--- src/rtl/joy_pkg.sv ---
// Shared types and sizing helpers for the DB15 joystick shift-chain transmitter.
package joy_pkg;

    localparam int PLAYER_BITS_DEF = 12;
    localparam int FILT_CYC_DEF    = 2;

    typedef enum logic [1:0] {
        IDLE  = 2'd0,
        LOAD  = 2'd1,
        SHIFT = 2'd2,
        DONE  = 2'd3
    } state_t;

    function automatic int chain_len(input int player_bits);
        return 2 * player_bits;
    endfunction

    function automatic int cnt_width(input int player_bits);
        return $clog2(2 * player_bits + 1);
    endfunction

endpackage

--- src/rtl/joy_db15_tx_if.sv ---
// Pin-level bundle between the DB15 receiver (master) and the device-side chain model (slave).
interface joy_db15_tx_if;
    import joy_pkg::*;

    // Protocol: the master holds JOY_LOAD low to capture both button words, releases it,
    // then each JOY_CLK rise advances the chain by one bit; JOY_DATA shows the current bit.
    logic [15:0] joystick1;
    logic [15:0] joystick2;
    logic        JOY_CLK;
    logic        JOY_LOAD;
    logic        JOY_DATA;
    logic        busy;
    logic        frame_done;
    logic        frame_err;
    state_t      state;

    modport master (
        output joystick1, joystick2, JOY_CLK, JOY_LOAD,
        input  JOY_DATA, busy, frame_done, frame_err, state
    );

    modport slave (
        input  joystick1, joystick2, JOY_CLK, JOY_LOAD,
        output JOY_DATA, busy, frame_done, frame_err, state
    );

endinterface

--- src/rtl/joy_sync_edge.sv ---
// Two-flop synchroniser plus stability filter; emits the filtered level and one-cycle rise/fall strobes.
module joy_sync_edge #(
    parameter int   FILT_CYC = 2,
    parameter logic RST_VAL  = 1'b0
) (
    input  logic clk,
    input  logic reset_n,
    input  logic din,
    output logic level,
    output logic rise,
    output logic fall
);
    localparam int FW = (FILT_CYC > 1) ? $clog2(FILT_CYC) : 1;

    logic          s1;
    logic          s2;
    logic [FW-1:0] stab;

    always_ff @(posedge clk or negedge reset_n) begin
        if (!reset_n) begin
            s1    <= RST_VAL;
            s2    <= RST_VAL;
            stab  <= '0;
            level <= RST_VAL;
            rise  <= 1'b0;
            fall  <= 1'b0;
        end else begin
            s1   <= din;
            s2   <= s1;
            rise <= 1'b0;
            fall <= 1'b0;
            // A new level is accepted only after FILT_CYC consecutive cycles of disagreement.
            if (s2 == level) begin
                stab <= '0;
            end else if (stab == FW'(FILT_CYC - 1)) begin
                level <= s2;
                rise  <= s2;
                fall  <= ~s2;
                stab  <= '0;
            end else begin
                stab <= stab + 1'b1;
            end
        end
    end

endmodule

--- src/rtl/joy_db15_tx.sv ---
// Device-side DB15 joystick adapter: dual 74HC165-style chain, loaded on JOY_LOAD low, shifted on JOY_CLK rise.
module joy_db15_tx
    import joy_pkg::*;
#(
    parameter int PLAYER_BITS = PLAYER_BITS_DEF,
    parameter int FILT_CYC    = FILT_CYC_DEF
) (
    input logic          clk,
    input logic          reset_n,
    joy_db15_tx_if.slave bus
);
    localparam int CHAIN_LEN = chain_len(PLAYER_BITS);
    localparam int CW        = cnt_width(PLAYER_BITS);

    logic                 clk_rise;
    logic                 load_lvl;
    logic                 load_rise;
    logic                 unused_clk_lvl;
    logic                 unused_clk_fall;
    logic                 unused_load_fall;
    logic [CHAIN_LEN-1:0] sr;
    logic [CHAIN_LEN-1:0] load_vec;
    logic [CW-1:0]        cnt;
    state_t               state_q;
    state_t               state_nx;
    logic                 done_q;
    logic                 done_nx;
    logic                 err_q;
    logic                 err_nx;

    joy_sync_edge #(.FILT_CYC(FILT_CYC), .RST_VAL(1'b0)) u_clk_sync (
        .clk     (clk),
        .reset_n (reset_n),
        .din     (bus.JOY_CLK),
        .level   (unused_clk_lvl),
        .rise    (clk_rise),
        .fall    (unused_clk_fall)
    );

    joy_sync_edge #(.FILT_CYC(FILT_CYC), .RST_VAL(1'b1)) u_load_sync (
        .clk     (clk),
        .reset_n (reset_n),
        .din     (bus.JOY_LOAD),
        .level   (load_lvl),
        .rise    (load_rise),
        .fall    (unused_load_fall)
    );

    if (PLAYER_BITS < 16) begin : g_unused
        logic unused_hi;
        assign unused_hi = ^{bus.joystick1[15:PLAYER_BITS], bus.joystick2[15:PLAYER_BITS]};
    end

    // Buttons are active-high at the ports but the chain carries them active-low.
    assign load_vec = {~bus.joystick2[PLAYER_BITS-1:0], ~bus.joystick1[PLAYER_BITS-1:0]};

    always_ff @(posedge clk or negedge reset_n) begin
        if (!reset_n) begin
            sr  <= '1;
            cnt <= '0;
        end else if (!load_lvl) begin
            sr  <= load_vec;
            cnt <= '0;
        end else if (clk_rise && !load_rise) begin
            sr <= {1'b1, sr[CHAIN_LEN-1:1]};
            if (cnt != CW'(CHAIN_LEN)) begin
                cnt <= cnt + 1'b1;
            end
        end
    end

    always_comb begin
        state_nx = state_q;
        done_nx  = 1'b0;
        err_nx   = 1'b0;
        case (state_q)
            IDLE:  if (!load_lvl) state_nx = LOAD;
            LOAD:  if (load_lvl)  state_nx = SHIFT;
            SHIFT: begin
                if (!load_lvl) begin
                    state_nx = LOAD;
                    err_nx   = 1'b1;
                end else if (cnt == CW'(CHAIN_LEN)) begin
                    state_nx = DONE;
                    done_nx  = 1'b1;
                end
            end
            DONE:  if (!load_lvl) state_nx = LOAD;
            default: state_nx = IDLE;
        endcase
    end

    always_ff @(posedge clk or negedge reset_n) begin
        if (!reset_n) begin
            state_q <= IDLE;
            done_q  <= 1'b0;
            err_q   <= 1'b0;
        end else begin
            state_q <= state_nx;
            done_q  <= done_nx;
            err_q   <= err_nx;
        end
    end

    assign bus.JOY_DATA   = sr[0];
    assign bus.busy       = (state_q == SHIFT);
    assign bus.frame_done = done_q;
    assign bus.frame_err  = err_q;
    assign bus.state      = state_q;

endmodule

--- src/flat_wrapper.sv ---
// flat-port wrapper written by rule: the top's interface ports become plain ports
module joy_db15_tx_flat import joy_pkg::*;
#(
    parameter int PLAYER_BITS = PLAYER_BITS_DEF,
    parameter int FILT_CYC    = FILT_CYC_DEF
)
  (clk, reset_n, bus_joystick1, bus_joystick2, bus_JOY_CLK, bus_JOY_LOAD, bus_JOY_DATA, bus_busy, bus_frame_done, bus_frame_err, bus_state);
  joy_db15_tx_if bus_i ();
  input logic clk;
  input logic reset_n;
  input wire logic [$bits(bus_i.joystick1)-1:0] bus_joystick1;
  input wire logic [$bits(bus_i.joystick2)-1:0] bus_joystick2;
  input wire logic [$bits(bus_i.JOY_CLK)-1:0] bus_JOY_CLK;
  input wire logic [$bits(bus_i.JOY_LOAD)-1:0] bus_JOY_LOAD;
  output wire logic [$bits(bus_i.JOY_DATA)-1:0] bus_JOY_DATA;
  output wire logic [$bits(bus_i.busy)-1:0] bus_busy;
  output wire logic [$bits(bus_i.frame_done)-1:0] bus_frame_done;
  output wire logic [$bits(bus_i.frame_err)-1:0] bus_frame_err;
  output wire logic [$bits(bus_i.state)-1:0] bus_state;
  assign bus_i.joystick1 = bus_joystick1;
  assign bus_i.joystick2 = bus_joystick2;
  assign bus_i.JOY_CLK = bus_JOY_CLK;
  assign bus_i.JOY_LOAD = bus_JOY_LOAD;
  assign bus_JOY_DATA = bus_i.JOY_DATA;
  assign bus_busy = bus_i.busy;
  assign bus_frame_done = bus_i.frame_done;
  assign bus_frame_err = bus_i.frame_err;
  assign bus_state = bus_i.state;
  joy_db15_tx #(.PLAYER_BITS(PLAYER_BITS), .FILT_CYC(FILT_CYC)) u_core (.clk(clk), .reset_n(reset_n), .bus(bus_i));
endmodule
--- config.mk ---
export PLATFORM = sky130hd
export DESIGN_NAME = joy_db15_tx_flat
export DESIGN_NICKNAME = d
export VERILOG_FILES = /design/src/rtl/joy_pkg.sv /design/src/rtl/joy_db15_tx_if.sv /design/src/rtl/joy_sync_edge.sv /design/src/rtl/joy_db15_tx.sv /design/src/flat_wrapper.sv
export SDC_FILE = /design/constraint.sdc
export NUM_CORES = 1
export LEC_CHECK = 0
export CAP_MARGIN = 20
export CORE_MARGIN = 2
export CORE_UTILIZATION = 60
export CTS_BUF_LIST = sky130_fd_sc_hd__clkbuf_2
export DETAILED_ROUTE_END_ITERATION = 8
export DONT_BUFFER_PORTS = 1
export PLACE_DENSITY = 0.83
export REMOVE_ABC_BUFFERS = 1
export SYNTH_ARGS = -nofsm -noshare
export SYNTH_HDL_FRONTEND = slang
export SYNTH_SLANG_ARGS = --single-unit
--- constraint.sdc ---
create_clock -name clk -period 1.4 [get_ports clk]
set_input_delay 0.42 -clock clk [delete_from_list [all_inputs] [get_ports clk]]
set_output_delay 0.42 -clock clk [all_outputs]
set_load 0.02 [all_outputs]
-- Word level (Yosys, flattened, before mapping)
Cells that the tools add are included.
- flip-flop bits (word level): 43
- bits of input ports: 36
- output and inout bits: 6
- logic and storage cells: 65
- add/sub/neg operators: 3
- equal/unequal tests: 12
- muxes and demuxes: 23
- bitwise gates (word level): 4
- reductions and logical operators: 8
- operator list (cell ; count):
    two-way mux 24 bit ; 2
    NOT 12 bit ; 2
    two-way mux 5 bit ; 3
    two-way mux 1 bit ; 13
    two-way mux 2 bit ; 4
    one-hot mux 2 bit (3 select lines) ; 1
    AND reduction 2 bit ; 3
    adder 5 x 1 -> 5 bit, second input constant ; 1
    == test 5 bit, second input constant ; 1
    != test 5 bit, second input constant ; 1
    == test 2 bit, second input constant ; 2
    != test 2 x 1 -> 1 bit, second input constant ; 2
    != test 2 bit, second input constant ; 2
    != test 3 x 2 -> 1 bit, second input constant ; 1
    AND reduction 3 bit ; 1
    adder 1 bit, second input constant ; 2
    == test 1 bit ; 2
    == test 2 x 1 -> 1 bit, second input constant ; 1
    logical NOT 2 bit ; 1
    NOT 1 bit ; 2
    OR reduction 2 bit ; 1
    logical AND 1 bit ; 1
    logical NOT 1 bit ; 1

-- Longest topological paths before layout
- depth in word-level cells: 4
- gate-level depth with buffers: 5
- gate-level depth less buffers: 5

-- By module
Synthesis repeated with hierarchy kept, for this count alone.
- cell total of the unflattened synthesis: 156
- area, all modules: 2080.7 µm²
- by module, submodules not included (module ; times used ; cells an instance ; area an instance (µm²) ; sequential area each (µm²)):
    joy_db15_tx ; 1 ; 130 ; 1694.1 ; 855.8
    joy_sync_edge (u_core.u_load_sync) ; 1 ; 13 ; 195.2 ; 153.9
    joy_sync_edge (u_core.u_clk_sync) ; 1 ; 13 ; 191.4 ; 150.1

-- Worst setup path before layout
No wires, ideal clock.
- kind: register to register
- start point: register u_core.state_q[0] (netlist: u_core.bus.state[0])
- end point: register u_core.state_q[0] (netlist: u_core.bus.state[0])
- arrival time: 1.284 ns
- data required time: 1.274 ns
- slack: -0.010 ns
- stages on the path, launching flop included: 5
- buffers on the path: 0
- clock period less this slack: 1.410 ns
- cell sequence: dfrtp_1 inv_1 ha_1 a21oi_1 o311a_1
- elaborated cells between the ends (all ways): 10
- RTL lines (what ; RTL line ; RTL):
    start: declaration ; joy_db15_tx.sv:24 ; state_t state_q;
    start signal: assignment ; joy_db15_tx.sv:99 ; state_q <= state_nx;
    == test 2 bit (*) ; n/a ;
    named net bus_busy ; flat_wrapper.sv:16 ; output wire logic [$bits(bus_i.busy)-1:0] bus_busy;
    != test 3 x 2 -> 1 bit (no line) ; n/a ;
    AND reduction 3 bit (no line) ; n/a ;
The timed path passes the listed nets; every way through them passes the cells marked *.
A chain may end at the register's enable or synchronous reset.

-- Worst setup path after layout
- start point: register u_core.state_q[1] (netlist: u_core.bus.state[1])
- end point: output bus_busy
- longest elaborated chain between the ends: 1
- RTL lines (what ; RTL line ; RTL):
    == test 2 bit ; joy_db15_tx.sv:106 ; assign bus.busy = (state_q == SHIFT);
    end: declaration ; flat_wrapper.sv:16 ;
No other way between the ends.

==> results_dict.tcl <==
set metrics [dict create \
    outcome "finished, violations left" \
    violations "setup timing" \
    nets 220 \
    setup.worst_path.start "u_core.bus.state[1]" \
    drt_iter0_markers 54 \
    criticalPathCategory "reg -> out" \
    hold_violations 0 \
    max_freq_mhz 618.4 \
    hold_ws_ps 33.44 \
    ioPinCount 42 \
    synth_area_leaders "dfstp_2 (36%), mux2i_1 (25%), dfrtp_1 (20%)" \
    ys_ff_latch 43 \
    grt-ovfl-total 0 \
    yosys.cell_types.count 22 \
    htree_num_levels 2 \
    place_congestion 0.6930 \
    cts_tree "yes" \
    hp-start "bus_joystick1[11]" \
    ir_worst_vdd_uv 1175 \
    diodes 0 \
    setup_viol 4 \
    p_per_area_nw_per_um2 1896 \
    rsz0062_at_grt "yes" \
    slew_headroom_pct 84.56 \
    cts-root-buf "clkbuf_2" \
    min-delay-path-class "in -> reg" \
    via_per_inst 5.351 \
    clk_pin_slew_worst_paths_ps 200 \
    ant_nets 0 \
    routed_wl_um 3287 \
    coreArea_um2 3103 \
    postSynthAreaPerCell_um2 12.90 \
    synth_largest_area_cell "dfstp_2" \
    period_minus_slack_ps 1617 \
    multi_input_area_um2 825.8 \
    dp_hpwl_um 2172 \
    fin_skew_ps 18.48 \
    drcViolationCount 0 \
    synth_area_um2 1974 \
    final_cell_area_um2 2322 \
    start_util_pct 63.63 \
    total_power_mw 4.404 \
    fillCellCount 227 \
    placed_cell_area_um2 2087 \
    portBuffers 0 \
    drv_slew 0 \
    ff2ff_setup_slack_ps 50 \
    row_count 20 \
    setup_ws_ps -217.1 \
    wire_per_inst_um 14.61 \
    yosys.area.top_type_share_pct 35.93 \
    rr_endpoint "u_core.bus.state[0]" \
    cap_viol_max_count 0 \
    grt_util_all_layers_pct 20.45 \
    yosysWarnings 0 \
    seq_area_um2 1110 \
    leakage_nw 1.097 \
    required_ps 980 \
    die_area_um2 3766 \
    antenna_found_initial 0 \
    die_y_um 61.37 \
    r2r_cells 6 \
    cp-start-kind "flop" \
    drive_above_1_share_pct 30.94 \
    cp_data_arrival_time_ps 1200 \
    num_vias 1204 \
    hold_depth 1 \
    clk_latency_ps 400 \
    cts_buffers 5 \
    grt_pass1_vias 1187 \
    clock_tree.buffer_depth 2 \
    crit_fanout 3 \
    cts_sinks 43 \
    seq_area_frac_synth_pct 56.21 \
    worstMarginPinSlew_ps 229.8 \
    die_width_um 61.37 \
    dr.pass1.iters 4 \
    period_share_pct 115.5 \
    timing.rr.start "u_core.bus.state[1]" \
    hold-path-endpoint "u_core.sr[11]" \
    grt_pass1_wl_um 5326 \
    end_kind "output pin" \
    synth_cells 153 \
    area_growth_syn_to_layout_pct 17.62 \
    grt_max_degree 44 \
]
[cells in the final DEF (no fill, tap or decap)]
| master | instances |
|---|---|
| clkbuf_2 | 6 |
| dlygate4sd3_1 | 11 |
| and2_1 | 2 |
| buf_12 | 3 |
| buf_4 | 13 |
| dfstp_2 | 27 |
| a211o_1 | 1 |
| o31ai_1 | 1 |
| xnor2_1 | 2 |
| nand2b_1 | 3 |
| nand4b_1 | 1 |
| inv_2 | 3 |
| o21ai_0 | 5 |
| nand4_1 | 3 |
| dfrtp_1 | 16 |
| nor2_1 | 7 |
| ha_4 | 3 |
| a21oi_1 | 3 |
| mux2i_1 | 49 |
| o311a_1 | 1 |
| inv_1 | 4 |
| nand4b_4 | 1 |
| ha_1 | 1 |
| nor2b_1 | 2 |
| clkinv_1 | 2 |
| nor3_1 | 1 |
| nand2_1 | 10 |
[per-layer routing]
| metal | vias up | part of all wire, % | track usage [%] |
|---|---|---|---|
| met4 | 0 | 1.6 | 7.295 |
| met3 | 5 | 5.0 | 8.613 |
| met5 | - | 0 | 0 |
| met1 | 586 | 43 | 25.14 |
| met2 | 29 | 51 | 32.67 |
| li1 | 584 | - | - |
[synth_stat cells (all sizes together)]
cell type	number
mux2i	49
dfstp	27
dfrtp	16
nand2	10
buf	7
inv	7
nor2	7
o21ai	5
ha	4
a21oi	3
nand2b	3
nand4	3
and2	2
nand4b	2
nor2b	2
xnor2	2
a211o	1
nor3	1
o311a	1
o31ai	1
[what timing repair did]
action	4_1_cts	5_1_grt
pin swaps	1	2
hold buffers	3	9
gates resized for setup	3	6
gates cloned	0	0
hold endpoints to repair	44	9
setup endpoints to repair	4	7
buffers inserted	2	2
[registers in the layout, summed over array words and instances (netlist names)]
signal	flops
u_core.bus.frame_err	1
u_core.bus.frame_done	1
u_core.u_load_sync.stab	1
u_core.u_load_sync.s2	1
u_core.u_clk_sync.stab	1
u_core.u_load_sync.rise	1
u_core.u_clk_sync.s1	1
u_core.u_clk_sync.s2	1
u_core.u_clk_sync.rise	1
u_core.bus.state	2
u_core.u_load_sync.level	1
u_core.cnt	5
u_core.u_clk_sync.level	1
u_core.u_load_sync.s1	1
u_core.sr	24
[final cells by class]
| type | instances | area share, % |
|---|---|---|
| clock buffers | 6 | 1.293 |
| clock inverters | 2 | 0.3233 |
| inverters | 7 | 1.131 |
| multi-input cells | 96 | 35.56 |
| flip-flops and latches | 43 | 47.79 |
| well taps | 44 | 2.371 |
| repair buffers | 27 | 11.53 |
[stage by stage]
step	util [%]	setup WS [ps]	setup TNS, ps	instances
after global placement	67.26	76.59	0	201
after floorplan	-	-288.9	-2176	146
after global routing	74.84	-292.2	-935.1	225
after CTS	70.65	-220.3	-675.7	214
after detailed placement	67.26	27.84	0	201
final	74.84	-217.1	-649.1	225
[logic make-up (layout without fill, tap and decap cells)]
family          count (synthesis)  in the layout  synth area share (%)
compound gates                 11             11                 3.358
xor+xnor                        2              2                0.8874
fa+ha+maj                       4              4                 2.535
buf+inv                        14             42                 3.865
flops                          43             43                 56.21
mux                            49             49                 24.84
simple gates                   30             30                 8.302
[critical path, cell delays in order, from the launching register on]
cell	delay (ps)
dfrtp_1	470
ha_4	190
buf_12	120
[power by group]
part | internal, mW | leakage [nW] | switching [mW]
Combinational | 0.858 | 0.579 | 0.790
Clock | 0.120 | 0.0281 | 0.375
Sequential | 1.95 | 0.490 | 0.310
[how the worst max path moves through the flow]
stage / slack (ps) / endpoint / cells after the start
after floorplan: -290 / u_core.bus.state[0] / 2
after global placement: 80 / u_core.bus.state[0] / 5
after detailed placement: 30 / u_core.bus.state[0] / 5
after CTS: -220 / bus_busy / 2
after global routing: -290 / bus_busy / 3
final: -220 / bus_busy / 2
(Power assumes the default switching activity.)
